`config.mk`:
```
export PLATFORM = sky130hd
export DESIGN_NAME = line_refill_writer
export DESIGN_NICKNAME = d
export VERILOG_FILES = /design/src/rtl/line_refill_writer.sv
export SDC_FILE = /design/constraint.sdc
export NUM_CORES = 1
export LEC_CHECK = 0
export ABC_CLOCK_PERIOD_IN_PS = 2000
export CORE_MARGIN = 3
export CORE_UTILIZATION = 30
export DETAILED_ROUTE_END_ITERATION = 8
export PLACE_DENSITY = 0.61
export SYNTH_ARGS = -nofsm -noshare
export SYNTH_HDL_FRONTEND = slang
export SYNTH_SLANG_ARGS = --single-unit
```
`constraint.sdc`:
```
create_clock -name clk -period 2 [get_ports clk]
set_input_delay 0.4 -clock clk [delete_from_list [all_inputs] [get_ports clk]]
set_output_delay 0.4 -clock clk [all_outputs]
set_load 0.02 [all_outputs]
```
`src/rtl/line_refill_writer.sv`:
```
// Refill write stage: takes one line request, streams LINE_WORDS bus beats into the line RAM.
// Build option REFILL_CRITICAL_WORD_FIRST_EN starts the fill at the missed word and wraps.
module line_refill_writer #(
    parameter int unsigned DATA_WIDTH = 32,
    parameter int unsigned RAM_SIZE   = 1024,
    parameter int unsigned LINE_WORDS = 4,
    localparam int unsigned ADDR_W    = $clog2(RAM_SIZE),
    localparam int unsigned WORD_W    = $clog2(LINE_WORDS),
    localparam int unsigned LINE_W    = ADDR_W - WORD_W,
    localparam int unsigned BE_W      = DATA_WIDTH / 8
) (
    input  logic                  clk,
    input  logic                  rst_n,
    input  logic                  req_valid,
    output logic                  req_ready,
    input  logic [LINE_W-1:0]     req_line,
    input  logic [WORD_W-1:0]     req_offset,
    input  logic                  beat_valid,
    output logic                  beat_ready,
    input  logic [DATA_WIDTH-1:0] beat_data,
    input  logic                  beat_last,
    output logic [ADDR_W-1:0]     ram_addr,
    output logic [BE_W-1:0]       ram_we,
    output logic [DATA_WIDTH-1:0] ram_wdata,
    output logic                  crit_valid,
    output logic [DATA_WIDTH-1:0] crit_data,
    output logic                  done_valid,
    output logic [LINE_W-1:0]     done_line,
    output logic                  done_err
);

    typedef enum logic [1:0] {StIdle, StFill, StDone} state_e;

    state_e                state_q, state_d;
    logic [LINE_W-1:0]     line_q, line_d;
    logic [WORD_W-1:0]     offset_q, offset_d;
    logic [WORD_W-1:0]     word_q, word_d;
    logic [WORD_W-1:0]     count_q, count_d;
    logic                  err_q, err_d;
    logic [ADDR_W-1:0]     ram_addr_q, ram_addr_d;
    logic [BE_W-1:0]       ram_we_q, ram_we_d;
    logic [DATA_WIDTH-1:0] ram_wdata_q, ram_wdata_d;
    logic                  crit_valid_q, crit_valid_d;
    logic [DATA_WIDTH-1:0] crit_data_q, crit_data_d;
    logic                  done_valid_q, done_valid_d;
    logic                  done_err_q, done_err_d;
    logic [WORD_W-1:0]     start_word;
    logic                  handshake;
    logic                  last_beat;

`ifdef REFILL_CRITICAL_WORD_FIRST_EN
    assign start_word = req_offset;
`else
    assign start_word = '0;
`endif

    assign handshake = beat_valid && (state_q == StFill);
    assign last_beat = (count_q == WORD_W'(LINE_WORDS - 1));

    always_comb begin
        state_d      = state_q;
        line_d       = line_q;
        offset_d     = offset_q;
        word_d       = word_q;
        count_d      = count_q;
        err_d        = err_q;
        ram_addr_d   = ram_addr_q;
        ram_we_d     = '0;
        ram_wdata_d  = ram_wdata_q;
        crit_valid_d = 1'b0;
        crit_data_d  = crit_data_q;
        done_valid_d = 1'b0;
        done_err_d   = done_err_q;
        unique case (state_q)
            StIdle: begin
                if (req_valid) begin
                    line_d   = req_line;
                    offset_d = req_offset;
                    word_d   = start_word;
                    count_d  = '0;
                    err_d    = 1'b0;
                    state_d  = StFill;
                end
            end
            StFill: begin
                if (handshake) begin
                    ram_addr_d  = {line_q, word_q};
                    ram_we_d    = '1;
                    ram_wdata_d = beat_data;
                    // The requested word is the one whose index matches the missed offset.
                    if (word_q == offset_q) begin
                        crit_valid_d = 1'b1;
                        crit_data_d  = beat_data;
                    end
                    word_d  = word_q + 1'b1;
                    count_d = count_q + 1'b1;
                    err_d   = err_q | (beat_last != last_beat);
                    // Beat count alone ends the line; beat_last only feeds the error flag.
                    if (last_beat) begin
                        state_d      = StDone;
                        done_valid_d = 1'b1;
                        done_err_d   = err_d;
                    end
                end
            end
            StDone: state_d = StIdle;
            default: state_d = StIdle;
        endcase
    end

    always_ff @(posedge clk or negedge rst_n) begin
        if (!rst_n) begin
            state_q      <= StIdle;
            line_q       <= '0;
            offset_q     <= '0;
            word_q       <= '0;
            count_q      <= '0;
            err_q        <= 1'b0;
            ram_addr_q   <= '0;
            ram_we_q     <= '0;
            ram_wdata_q  <= '0;
            crit_valid_q <= 1'b0;
            crit_data_q  <= '0;
            done_valid_q <= 1'b0;
            done_err_q   <= 1'b0;
        end else begin
            state_q      <= state_d;
            line_q       <= line_d;
            offset_q     <= offset_d;
            word_q       <= word_d;
            count_q      <= count_d;
            err_q        <= err_d;
            ram_addr_q   <= ram_addr_d;
            ram_we_q     <= ram_we_d;
            ram_wdata_q  <= ram_wdata_d;
            crit_valid_q <= crit_valid_d;
            crit_data_q  <= crit_data_d;
            done_valid_q <= done_valid_d;
            done_err_q   <= done_err_d;
        end
    end

    assign req_ready  = (state_q == StIdle);
    assign beat_ready = (state_q == StFill);
    assign ram_addr   = ram_addr_q;
    assign ram_we     = ram_we_q;
    assign ram_wdata  = ram_wdata_q;
    assign crit_valid = crit_valid_q;
    assign crit_data  = crit_data_q;
    assign done_valid = done_valid_q;
    assign done_line  = line_q;
    assign done_err   = done_err_q;

endmodule

```
# Word-level counts from Yosys, hierarchy flattened
# Cells that the tools add are included.
# totals
output_inout_bits	91
ff_bits	98
# classes
muxes	20
n_bitwise	1
reduce_logical	9
n_eq_ne	7
addsub	2
# ops
cell	count
2-to-1 mux 2 bit	6
case mux 2 bit (2 select lines)	3
AND reduction 3 bit	4
2-to-1 mux 1 bit	8
2-to-1 mux 4 bit	2
adder 2 x 1 -> 2 bit (second input constant)	2
!= test 2 x 1 -> 1 bit (second input constant)	2
AND reduction 2 bit	2
equality test 2 x 1 -> 1 bit (second input constant)	1
equality test 2 bit	1
equality test 2 bit (second input constant)	1
logical NOT 2 bit	1
!= test 2 bit (second input constant)	1
case mux 1 bit (2 select lines)	1
nonzero test 2 bit	1
logical AND 1 bit	1
!= test 1 bit	1
bitwise OR 1 bit	1

# Depth between registers and ports, before layout
# Gate-level depths: netlist (run 1).
# logic_depth
ltp_word	5
depth_mapped	6

# Worst setup path before layout (run 1)
# No wires, ideal clock.
# synth_path
path_type	reg2reg
startpoint	register state_q[1]
endpoint	register crit_data_q[10] (netlist: crit_data[10])
slack_ps	423
period_less_slack_ps	1577
n_path_buf	1
setup_ps	125
arrival_ps	1452
path_stages_with_launch	5
path_cell_list	dfrtp_1 > nand3b_4 > nor3_4 > buf_6 > mux2_2
# synth_via
elab_chain_cells	3
# synth_rtl
element	line_no	rtl
start, declared	34	state_e state_q, state_d;
start signal, assigned	113	state_q <= StIdle;
start signal, assigned	127	state_q <= state_d;
equality test 2 x 1 -> 1 bit *	57, 74	
logical AND 1 bit	57	assign handshake = beat_valid && (state_q == StFill);
AND reduction 3 bit (no source line) *	-	
end signal, assigned	137	crit_data_q <= crit_data_d;
end, declared	44	logic [DATA_WIDTH-1:0] crit_data_q, crit_data_d;
# Every way passes the cells marked *; elsewhere a longest branch is shown, timed or not.
# A chain may end at the register's enable or synchronous reset.

# Final worst setup path (run 1)
# layout_path
startpoint	register state_q[0]
endpoint	output port beat_ready
# layout_via
elab_chain_cells	1
# layout_rtl
element	line_no	rtl
equality test 2 x 1 -> 1 bit	144	assign beat_ready = (state_q == StFill);
end, declared	19	output logic beat_ready,
# Every way passes these cells.

==> impl_metrics.csv, run 1 <==
group,metric,value,unit
run_status,status,"complete, no violations",
clocking,clk_pin_slew_worst_paths,0.07,ns
placement,placed_area,0.00520,mm^2
finish,fill_cells,1104,
setup_path,crit_type,"flip-flop to output pin",
clocking,cts_buffers,9,
routing,drt-vias-per-instance,4.43,
synth,yosys_warnings,0,
placement,pre_cts_ws,-0.115,ns
setup_path,cp_data_required_time,1.60,ns
placement,dp_cells,584,
timing,setup_viol,0,
timing,fin_ws,0.154,ns
clocking,clk_latency,0.34,ns
clocking,cts_htree_levels,3,
finish,final_area,0.00550,mm^2
placement,port_buffers,137,
setup_path,path_max_fanout,5,
routing,drtIter0Drc,113,
finish,final_cells,600,
synth,synth_area_leaders,"dfrtp_1 (65%), mux2_2 (14%), nand2_1 (13%), buf_6 (0.93%), nor2_1 (0.72%)",
timing,finalMaxSlewViolations,0,
clocking,ctsHoldBuffers,0,
synth,synthCells,310,
global_routing,overflow,0,
clocking,cts-root-buf,"clkbuf_16",
finish,drive_above_1_share,0.164,
flow_run,maxCapViolations,0,
floorplanning,rows,39,
setup_path,endpoint_kind,"output pin",
placement,hpwl,6.15,mm
floorplanning,start_util,0.312,
routing,wl_per_cell,14.4,um
synth,yosysSeqAreaShare,0.652,
synth,syn_avg_cell_area,11.8,um^2
clocking,clockBufferDepth,2,
synth,syn_area,0.00364,mm^2
min_path,hp-class,"input port to async pin",
routing,first_pass_iters,6,
finish,final_util,0.471,
clocking,cts_num_sinks,95,
timing,rsz0062_at_grt,"no",
power,power,9.94,mW
timing,hold_ws,0.00923,ns
clocking,postCtsSetupRepairBufs,0,
synth,synth_nets,359,
routing,vias,2655,
floorplanning,coreArea,0.0117,mm^2
global_routing,grt_pass1_wl,14.1,mm
floorplanning,fp.dieH,116,um
synth,synth_seq_cells,95,
timing,clock.fmax,0.542,GHz
timing,finalSetupTns,0,ns
synth,yosysTopAreaCell,"dfrtp_1",
setup_path,arrival,1.45,ns
finish,nets,501,
power,p_per_area,1810,mW/mm^2
timing,clock_skew,0.00911,ns
clocking,cts_tree,"built",
synth,synth_top_area_share,0.652,
floorplanning,dieArea,0.0135,mm^2
routing,drt-total-wl,8.61,mm
finish,area_growth,50.9,%
floorplanning,num_io_pins,138,
global_routing,antenna_found_initial,0,
global_routing,grt_max_degree,44,
timing,hold_viol_final,0,
routing,final_antenna_net_count,0,
synth,yosysUniqueCellTypes,21,
global_routing,grt_util_all_layers,0.132,
global_routing,grt_pass1_vias,2752,
timing,tightest_slew,0.474,ns
routing,drc_errors,0,
power,ir_worst_vdd,0.922,mV
floorplanning,die_width,116,um
placement,gp_congestion,0.717,
setup_path,cp-start-kind,"flip-flop",
finish,n_antenna_cell,0,
timing,maxSlewHeadroom,0.684,
power,p_leak,2.53,nW
timing,period_needed,1.85,ns
setup_path,r2r_slack,0.24,ns
timing,period_share,0.923,
## logic make-up (layout without fill, tap and decap cells)
logic type	Yosys count	in the layout	synth area share
and+or+nand+nor	140	140	0.154
AOI/OAI and AO/OA	7	7	0.0113
xor gates and xnor gates	3	3	0.00721
muxes	45	45	0.139
buffers and inverters	18	165	0.0292
adders and majority gates	2	2	0.00687
DFF	95	95	0.652
## final timing paths
| check | from | to | cells past startpoint |
|---|---|---|---|
| min | rst_n | ram_wdata[6] | 1 |
| max in group asynchronous | rst_n | crit_data[17] | 2 |
| max reg2reg | state_q[1] | ram_addr[7] | 6 |
| max | state_q[0] | beat_ready | 3 |
| min in group clk | ram_wdata[21] | ram_wdata[21] | 2 |
| min reg2reg | ram_wdata[21] | ram_wdata[21] | 2 |
## Yosys cell counts
| library cell | count |
|---|---|
| a21o_1 | 1 |
| a21oi_1 | 3 |
| a22o_1 | 1 |
| and2_1 | 1 |
| buf_2 | 4 |
| buf_4 | 3 |
| buf_6 | 3 |
| clkbuf_1 | 6 |
| dfrtp_1 | 95 |
| ha_1 | 2 |
| inv_1 | 2 |
| mux2_2 | 44 |
| mux2i_1 | 1 |
| nand2_1 | 128 |
| nand3b_4 | 1 |
| nor2_1 | 7 |
| nor3_1 | 1 |
| nor3_4 | 1 |
| nor3b_1 | 1 |
| o21ai_0 | 2 |
| xor2_1 | 3 |
## final cells by class
cell class,instances,area [um^2],area share
sequential,95,2380,0.432
inverter,2,7.51,0.00137
clock buffer,9,225,0.0410
clock inverter,7,73.8,0.0134
tap,143,179,0.0325
multi-input combinational,197,1160,0.212
timing repair buffer,147,1470,0.267
## power by group
group          internal (mW)  switching (mW)
Combinational           2.41            2.36
Clock                  0.969           0.736
Sequential              2.88           0.576
Total                   6.26            3.68
## worst max-delay path: stages (launching register included)
cell and delay (ns):
dfrtp_1 0.48, inv_1 0.12, nor2_1 0.16, dlygate4sd2_1 0.36
## state kept, by name (all words and copies together) (netlist names), 2 cells and up
name       cells
word_q         2
count_q        2
ram_wdata     32
crit_data     32
state_q        2
offset_q       2
ram_addr      10
done_line      8
## per-layer routing
| metal | global-route usage | vias up | part of all wire |
|---|---|---|---|
| met1 | 0.171 | 1276 | 0.46 |
| met3 | 0.0383 | 10 | 0.074 |
| li1 | - | 1276 | - |
| met5 | 0 | - | 0 |
| met4 | 0.0526 | 0 | 0.014 |
| met2 | 0.209 | 93 | 0.46 |
## cell usage in the layout, fill, tap and decap left out, drive strengths merged, types with 3 or more instances in the layout
| cell | count |
|---|---|
| a21oi | 3 |
| buf | 11 |
| clkbuf | 9 |
| clkdlybuf4s50 | 134 |
| clkinvlp | 4 |
| dfrtp | 95 |
| mux2 | 44 |
| nand2 | 128 |
| nor2 | 7 |
| xor2 | 3 |
## what timing repair did
action                                  CTS  global route
hold endpoints to repair                  0             0
resized for setup                         1             1
endpoints found under the setup margin    1             1
Power figures use the tool's default switching activity.
==> inputs of run 2 (changes only) <==
--- a/config.mk
+++ b/config.mk
@@ -10,6 +10,8 @@
 export CORE_UTILIZATION = 30
 export DETAILED_ROUTE_END_ITERATION = 8
 export PLACE_DENSITY = 0.61
+export SETUP_SLACK_MARGIN = 0.3
+export SKIP_LAST_GASP = 1
 export SYNTH_ARGS = -nofsm -noshare
 export SYNTH_HDL_FRONTEND = slang
 export SYNTH_SLANG_ARGS = --single-unit
==> run 2 against run 1 <==
Sequential cell count stayed put. Die area unchanged. Critical path type is now input port to flip-flop. Largest cell class unchanged. Non-clock buffer count increased by 3.
==> impl_metrics.csv, run 2 (same netlist as run 1, synthesis figures left out) <==
group,metric,value,unit
run_status,status,"complete, no violations",
setup_path,r2r-start,"word_q[0]",
placement,hpwl,6.15,mm
timing,setup_viol,0,
power,p_leak,2.85,nW
setup_path,arrival,1.89,ns
clocking,cts_num_sinks,95,
setup_path,path_max_fanout,16,
setup_path,cp_data_required_time,2.22,ns
timing,tightest_slew,0.467,ns
clocking,cts_buffers,9,
global_routing,overflow,0,
timing,clock_skew,0.0116,ns
setup_path,cp-start-kind,"input port",
timing,rsz0062_at_grt,"no",
floorplanning,coreArea,0.0117,mm^2
placement,gp_congestion,0.717,
floorplanning,dieArea,0.0135,mm^2
setup_path,endpoint_kind,"flip-flop",
setup_path,r2r_slack,0.35,ns
setup_path,rr_endpoint,"crit_data[17]",
routing,drt-vias-per-instance,4.46,
finish,n_antenna_cell,0,
floorplanning,rows,39,
routing,drtIter0Drc,122,
placement,port_buffers,137,
power,p_sw_frac,0.390,
timing,period_needed,1.66,ns
setup_path,worstRegToRegCells,5,
flow_run,maxCapViolations,0,
global_routing,grt_util_all_layers,0.132,
global_routing,grt_pass1_vias,2749,
power,internal-power,5.78,mW
floorplanning,num_io_pins,138,
finish,fill_cells,1103,
floorplanning,die_width,116,um
clocking,ctsHoldBuffers,0,
finish,final_area,0.00549,mm^2
finish,nets,504,
power,ir_worst_vdd,0.860,mV
finish,mostFrequentLayoutCells,"nand2_1 (128), dfrtp_1 (94), dlygate4sd2_1 (73)",
clocking,clockBufferDepth,2,
power,pwr-share-seq,0.361,
min_path,hp-class,"input port to async pin",
clocking,clk_latency,0.34,ns
placement,pre_cts_ws,-0.115,ns
clocking,cts_htree_levels,3,
timing,finalMaxSlewViolations,0,
setup_path,crit_type,"input port to flip-flop",
timing,maxSlewHeadroom,0.688,
timing,clock.fmax,0.601,GHz
global_routing,grt_pass1_wl,14.1,mm
finish,drive_above_1_share,0.176,
power,comb_power_share,0.458,
routing,final_antenna_net_count,0,
routing,vias,2690,
finish,area_growth,50.6,%
clocking,cts-root-buf,"clkbuf_16",
floorplanning,start_util,0.312,
timing,hold_viol_final,0,
power,p_clk_frac,0.181,
global_routing,grt_max_degree,44,
power,power.switching,3.69,mW
finish,layout_commonest_cell,"nand2_1",
routing,drc_errors,0,
timing,hold_ws,0.00805,ns
floorplanning,fp.dieH,116,um
routing,drt-total-wl,8.93,mm
timing,fin_ws,0.335,ns
clocking,clk_pin_slew_worst_paths,0.07,ns
placement,placed_area,0.00520,mm^2
routing,first_pass_iters,6,
global_routing,antenna_found_initial,0,
timing,period_share,0.832,
power,p_per_area,1730,mW/mm^2
clocking,cts_tree,"built",
routing,wl_per_cell,14.8,um
[run 2: repair_timing]
item | in CTS | in global routing
gates cloned | 0 | 1
resized for setup | 76 | 23
setup endpoints to repair | 121 | 92
buffers inserted | 0 | 2
pin swaps | 0 | 1
[run 2: final cells by class]
cell class	count	area, um^2	share of cell area
Multi-Input combinational cell	197	1160	0.212
Inverter	2	7.51	0.00137
Clock inverter	7	73.8	0.0135
Clock buffer	9	225	0.0410
Tap cell	143	179	0.0326
Timing Repair Buffer	150	1460	0.266
Sequential cell	95	2380	0.434
[run 2: worst max-delay path by stage]
stage	depth (start not counted)	slack, ns	to	start
2_1_floorplan	4	0.42	crit_data[10]	state_q[1]
3_3_place_gp	7	-0.05	ram_addr[0]	beat_valid
3_5_place_dp	7	-0.11	ram_addr[7]	beat_valid
4_1_cts	3	0.15	beat_ready	state_q[0]
5_1_grt	5	0.27	crit_data[19]	word_q[0]
6_report	6	0.34	crit_data[17]	beat_valid
[run 2: power groups by stage]
stage / registers [mW] / clock network, mW / logic, mW
after floorplan: 4.48 / 0 / 1.49
after global placement: 3.46 / 0 / 4.81
after detailed placement: 3.48 / 0 / 4.88
after CTS: 3.44 / 1.77 / 4.36
after global routing: 3.56 / 1.85 / 4.71
final: 3.42 / 1.71 / 4.34
[run 2: metrics by stage]
stage / setup TNS [ns] / power, mW / cells / utilization
2_1_floorplan: 0 / 5.97 / 310 / -
3_3_place_gp: -1.26 / 8.27 / 584 / 0.446
3_5_place_dp: -4.58 / 8.36 / 584 / 0.446
4_1_cts: 0 / 9.57 / 600 / 0.464
5_1_grt: 0 / 10.1 / 603 / 0.470
6_report: 0 / 9.47 / 603 / 0.470
[run 2: routing by layer]
layer,GRT usage,up-vias,wire (um)
met3,0.0394,10,663
met4,0.0526,0,111
met2,0.209,93,4130
met1,0.171,1302,4030
met5,0,-,0
li1,-,1285,-
[run 2: worst max-delay path, stage by stage]
cell	delay [ns]
clkdlybuf4s50_1	0.53
nand3b_4	0.12
nor3_4	0.15
buf_4	0.15
clkbuf_16	0.19
mux2_2	0.34
==> inputs of run 3 (changes only) <==
--- a/config.mk
+++ b/config.mk
@@ -5,11 +5,11 @@
 export SDC_FILE = /design/constraint.sdc
 export NUM_CORES = 1
 export LEC_CHECK = 0
-export ABC_CLOCK_PERIOD_IN_PS = 2000
+export ABC_CLOCK_PERIOD_IN_PS = 1400
 export CORE_MARGIN = 3
 export CORE_UTILIZATION = 30
 export DETAILED_ROUTE_END_ITERATION = 8
-export PLACE_DENSITY = 0.61
+export PLACE_DENSITY = 0.63
 export SETUP_SLACK_MARGIN = 0.3
 export SKIP_LAST_GASP = 1
 export SYNTH_ARGS = -nofsm -noshare
==> constraint.sdc (replaced) <==
create_clock -name clk -period 1.4 [get_ports clk]
set_input_delay 0.28 -clock clk [delete_from_list [all_inputs] [get_ports clk]]
set_output_delay 0.28 -clock clk [all_outputs]
set_load 0.02 [all_outputs]
==> run 3 against run 2 <==
Non-clock buffer count up 76. Worst hold slack gained 0.35 ns. Sequential share of layout area shrank 9.4 points. The flow now finishes with violations (setup timing). Combinational power grew 140%. Largest power group unchanged.
==> impl_metrics.csv, run 3 (same netlist as run 1, synthesis figures left out) <==
group,metric,value,unit
global_routing,grt_util_all_layers,0.160,
power,power,18.0,mW
power,p_leak,3.48,nW
clocking,cts-root-buf,"clkbuf_16",
clocking,clk_pin_slew_worst_paths,0.06,ns
global_routing,grt_pass1_vias,3165,
setup_path,critPathSlowestCell,"dfrtp_1",
floorplanning,dieArea,0.0135,mm^2
finish,n_antenna_cell,0,
clocking,cts_tree,"built",
clocking,cts_buffers,9,
finish,final_cells,678,
finish,drive_above_1_share,0.596,
routing,final_antenna_net_count,0,
routing,first_pass_iters,4,
setup_path,worstRegToRegCells,5,
setup_path,crit_type,"flip-flop to flip-flop",
timing,setup_viol,75,
placement,port_buffers,137,
setup_path,cp-startpoint,"offset_q[0]",
timing,clock_skew,0.00531,ns
placement,placed_area,0.00534,mm^2
floorplanning,die_width,116,um
setup_path,cpPeakStageDelay,0.41,ns
floorplanning,start_util,0.312,
placement,gp_congestion,0.751,
clocking,cts_htree_levels,3,
setup_path,arrival,1.79,ns
min_path,hp-class,"input port to async pin",
setup_path,rr_endpoint,"crit_data[4]",
global_routing,overflow,0,
finish,layout_commonest_cell,"buf_6",
power,p_per_area,2580,mW/mm^2
clocking,clk_latency,0.33,ns
floorplanning,fp.dieH,116,um
routing,drt-vias-per-instance,4.49,
power,ir_worst_vdd,1.02,mV
flow_run,maxCapViolations,0,
timing,clock.fmax,0.634,GHz
floorplanning,coreArea,0.0117,mm^2
setup_path,endpoint_kind,"flip-flop",
routing,drt-total-wl,11.0,mm
setup_path,cp_cell_sequence,"xor2_2 -> nor3_4 -> buf_4 -> buf_16 -> mux2_2",
setup_path,crit_end,"crit_data[4]",
setup_path,r2r-start,"offset_q[0]",
timing,tightest_slew,0.301,ns
setup_path,r2r_slack,-0.18,ns
finish,area_growth,92.1,%
clocking,clockBufferDepth,2,
routing,drtIter0Drc,87,
setup_path,path_max_fanout,8,
global_routing,grt_max_degree,42,
setup_path,cp_data_required_time,1.62,ns
timing,period_share,1.13,
timing,rsz0062_at_grt,"yes",
timing,hold_viol_final,0,
finish,final_area,0.00700,mm^2
timing,fin_ws,-0.178,ns
floorplanning,rows,39,
placement,dp_cells,593,
timing,finalMaxSlewViolations,0,
timing,maxSlewHeadroom,0.799,
global_routing,grt_pass1_wl,16.8,mm
clocking,cts_num_sinks,95,
floorplanning,num_io_pins,138,
placement,hpwl,6.39,mm
routing,drc_errors,0,
setup_path,cp-start-kind,"flip-flop",
finish,mostFrequentLayoutCells,"buf_6 (106), dfrtp_1 (93), nand2_1 (61)",
run_status,violations,"setup timing",
run_status,status,"finished with violations",
routing,wl_per_cell,16.2,um
finish,fill_cells,958,
timing,period_needed,1.58,ns
global_routing,antenna_found_initial,0,
routing,vias,3042,
finish,nets,580,
run 3: cell types whose count changed in the layout (fill, tap and decap cells not counted), sizes merged:
cell	delta
buf	+167
clkinvlp	-3
dlygate4sd2	-73
bufinv	+1
dlygate4sd3	+1
dlymetal6s2s	-15
clkdlybuf4s50	-1
inv	-1
clkinv	-1
run 3: layout make-up:
cell class              instances  area [um^2]  share of cell area
clock buffers                  12          246              0.0352
clock inverters                 3         67.6             0.00965
inverters                       2         20.0             0.00286
multi-input cells             197         1570               0.224
flip-flops and latches         95         2380               0.340
well taps                     143          179              0.0256
repair buffers                226         2540               0.363
run 3: worst min path at each step:
stage               start            to  slack [ns]  depth (start not counted)
finish              rst_n  ram_wdata[8]        0.36                          2
global route        rst_n  ram_wdata[6]        0.37                          2
CTS                 rst_n  ram_wdata[8]        0.36                          2
floorplan           rst_n    count_q[0]       -0.02                          0
global placement    rst_n  ram_wdata[8]        0.16                          1
detailed placement  rst_n  ram_wdata[8]        0.16                          1
run 3: routing by layer:
layer	part of all wire	GRT usage	vias up
met4	0.0085	0.0278	0
met1	0.43	0.214	1522
met3	0.043	0.0352	9
met2	0.52	0.274	78
met5	0	0	-
li1	-	-	1433
run 3: through the flow:
stage                     setup WS, ns  utilization  hold WS [ns]  setup TNS (ns)
final                           -0.178        0.600         0.361           -7.35
after global routing            -0.251        0.600         0.367          -11.87
after CTS                       -0.187        0.563         0.364           -6.84
after detailed placement        -0.470        0.458         0.161          -27.74
after global placement          -0.444        0.458         0.160          -27.22
after floorplan                 -0.122            -       -0.0156           -3.54
run 3: timing repair:
action	CTS	global route
cloned	9	0
setup endpoints to repair	183	185
endpoints found under the hold margin	14	0
gates resized for setup	640	68
hold buffers	1	0
pin swaps	56	20
setup buffers	33	27
run 3: where the power goes:
group	leakage, nW	total (mW)	switching (mW)	internal (mW)
logic	2.18	10.3	4.44	5.82
clock network	0.149	2.60	0.992	1.61
registers	1.15	5.18	1.06	4.12
total	3.48	18.0	6.48	11.6
run 3: worst max-delay path: cells and delay by family, from the launching register on:
| family | cells | cell delay, ns |
|---|---|---|
| and+or+nand+nor | 1 | 0.23 |
| DFF | 1 | 0.41 |
| muxes | 1 | 0.33 |
| buffers and inverters | 2 | 0.30 |
| xor gates and xnor gates | 1 | 0.20 |
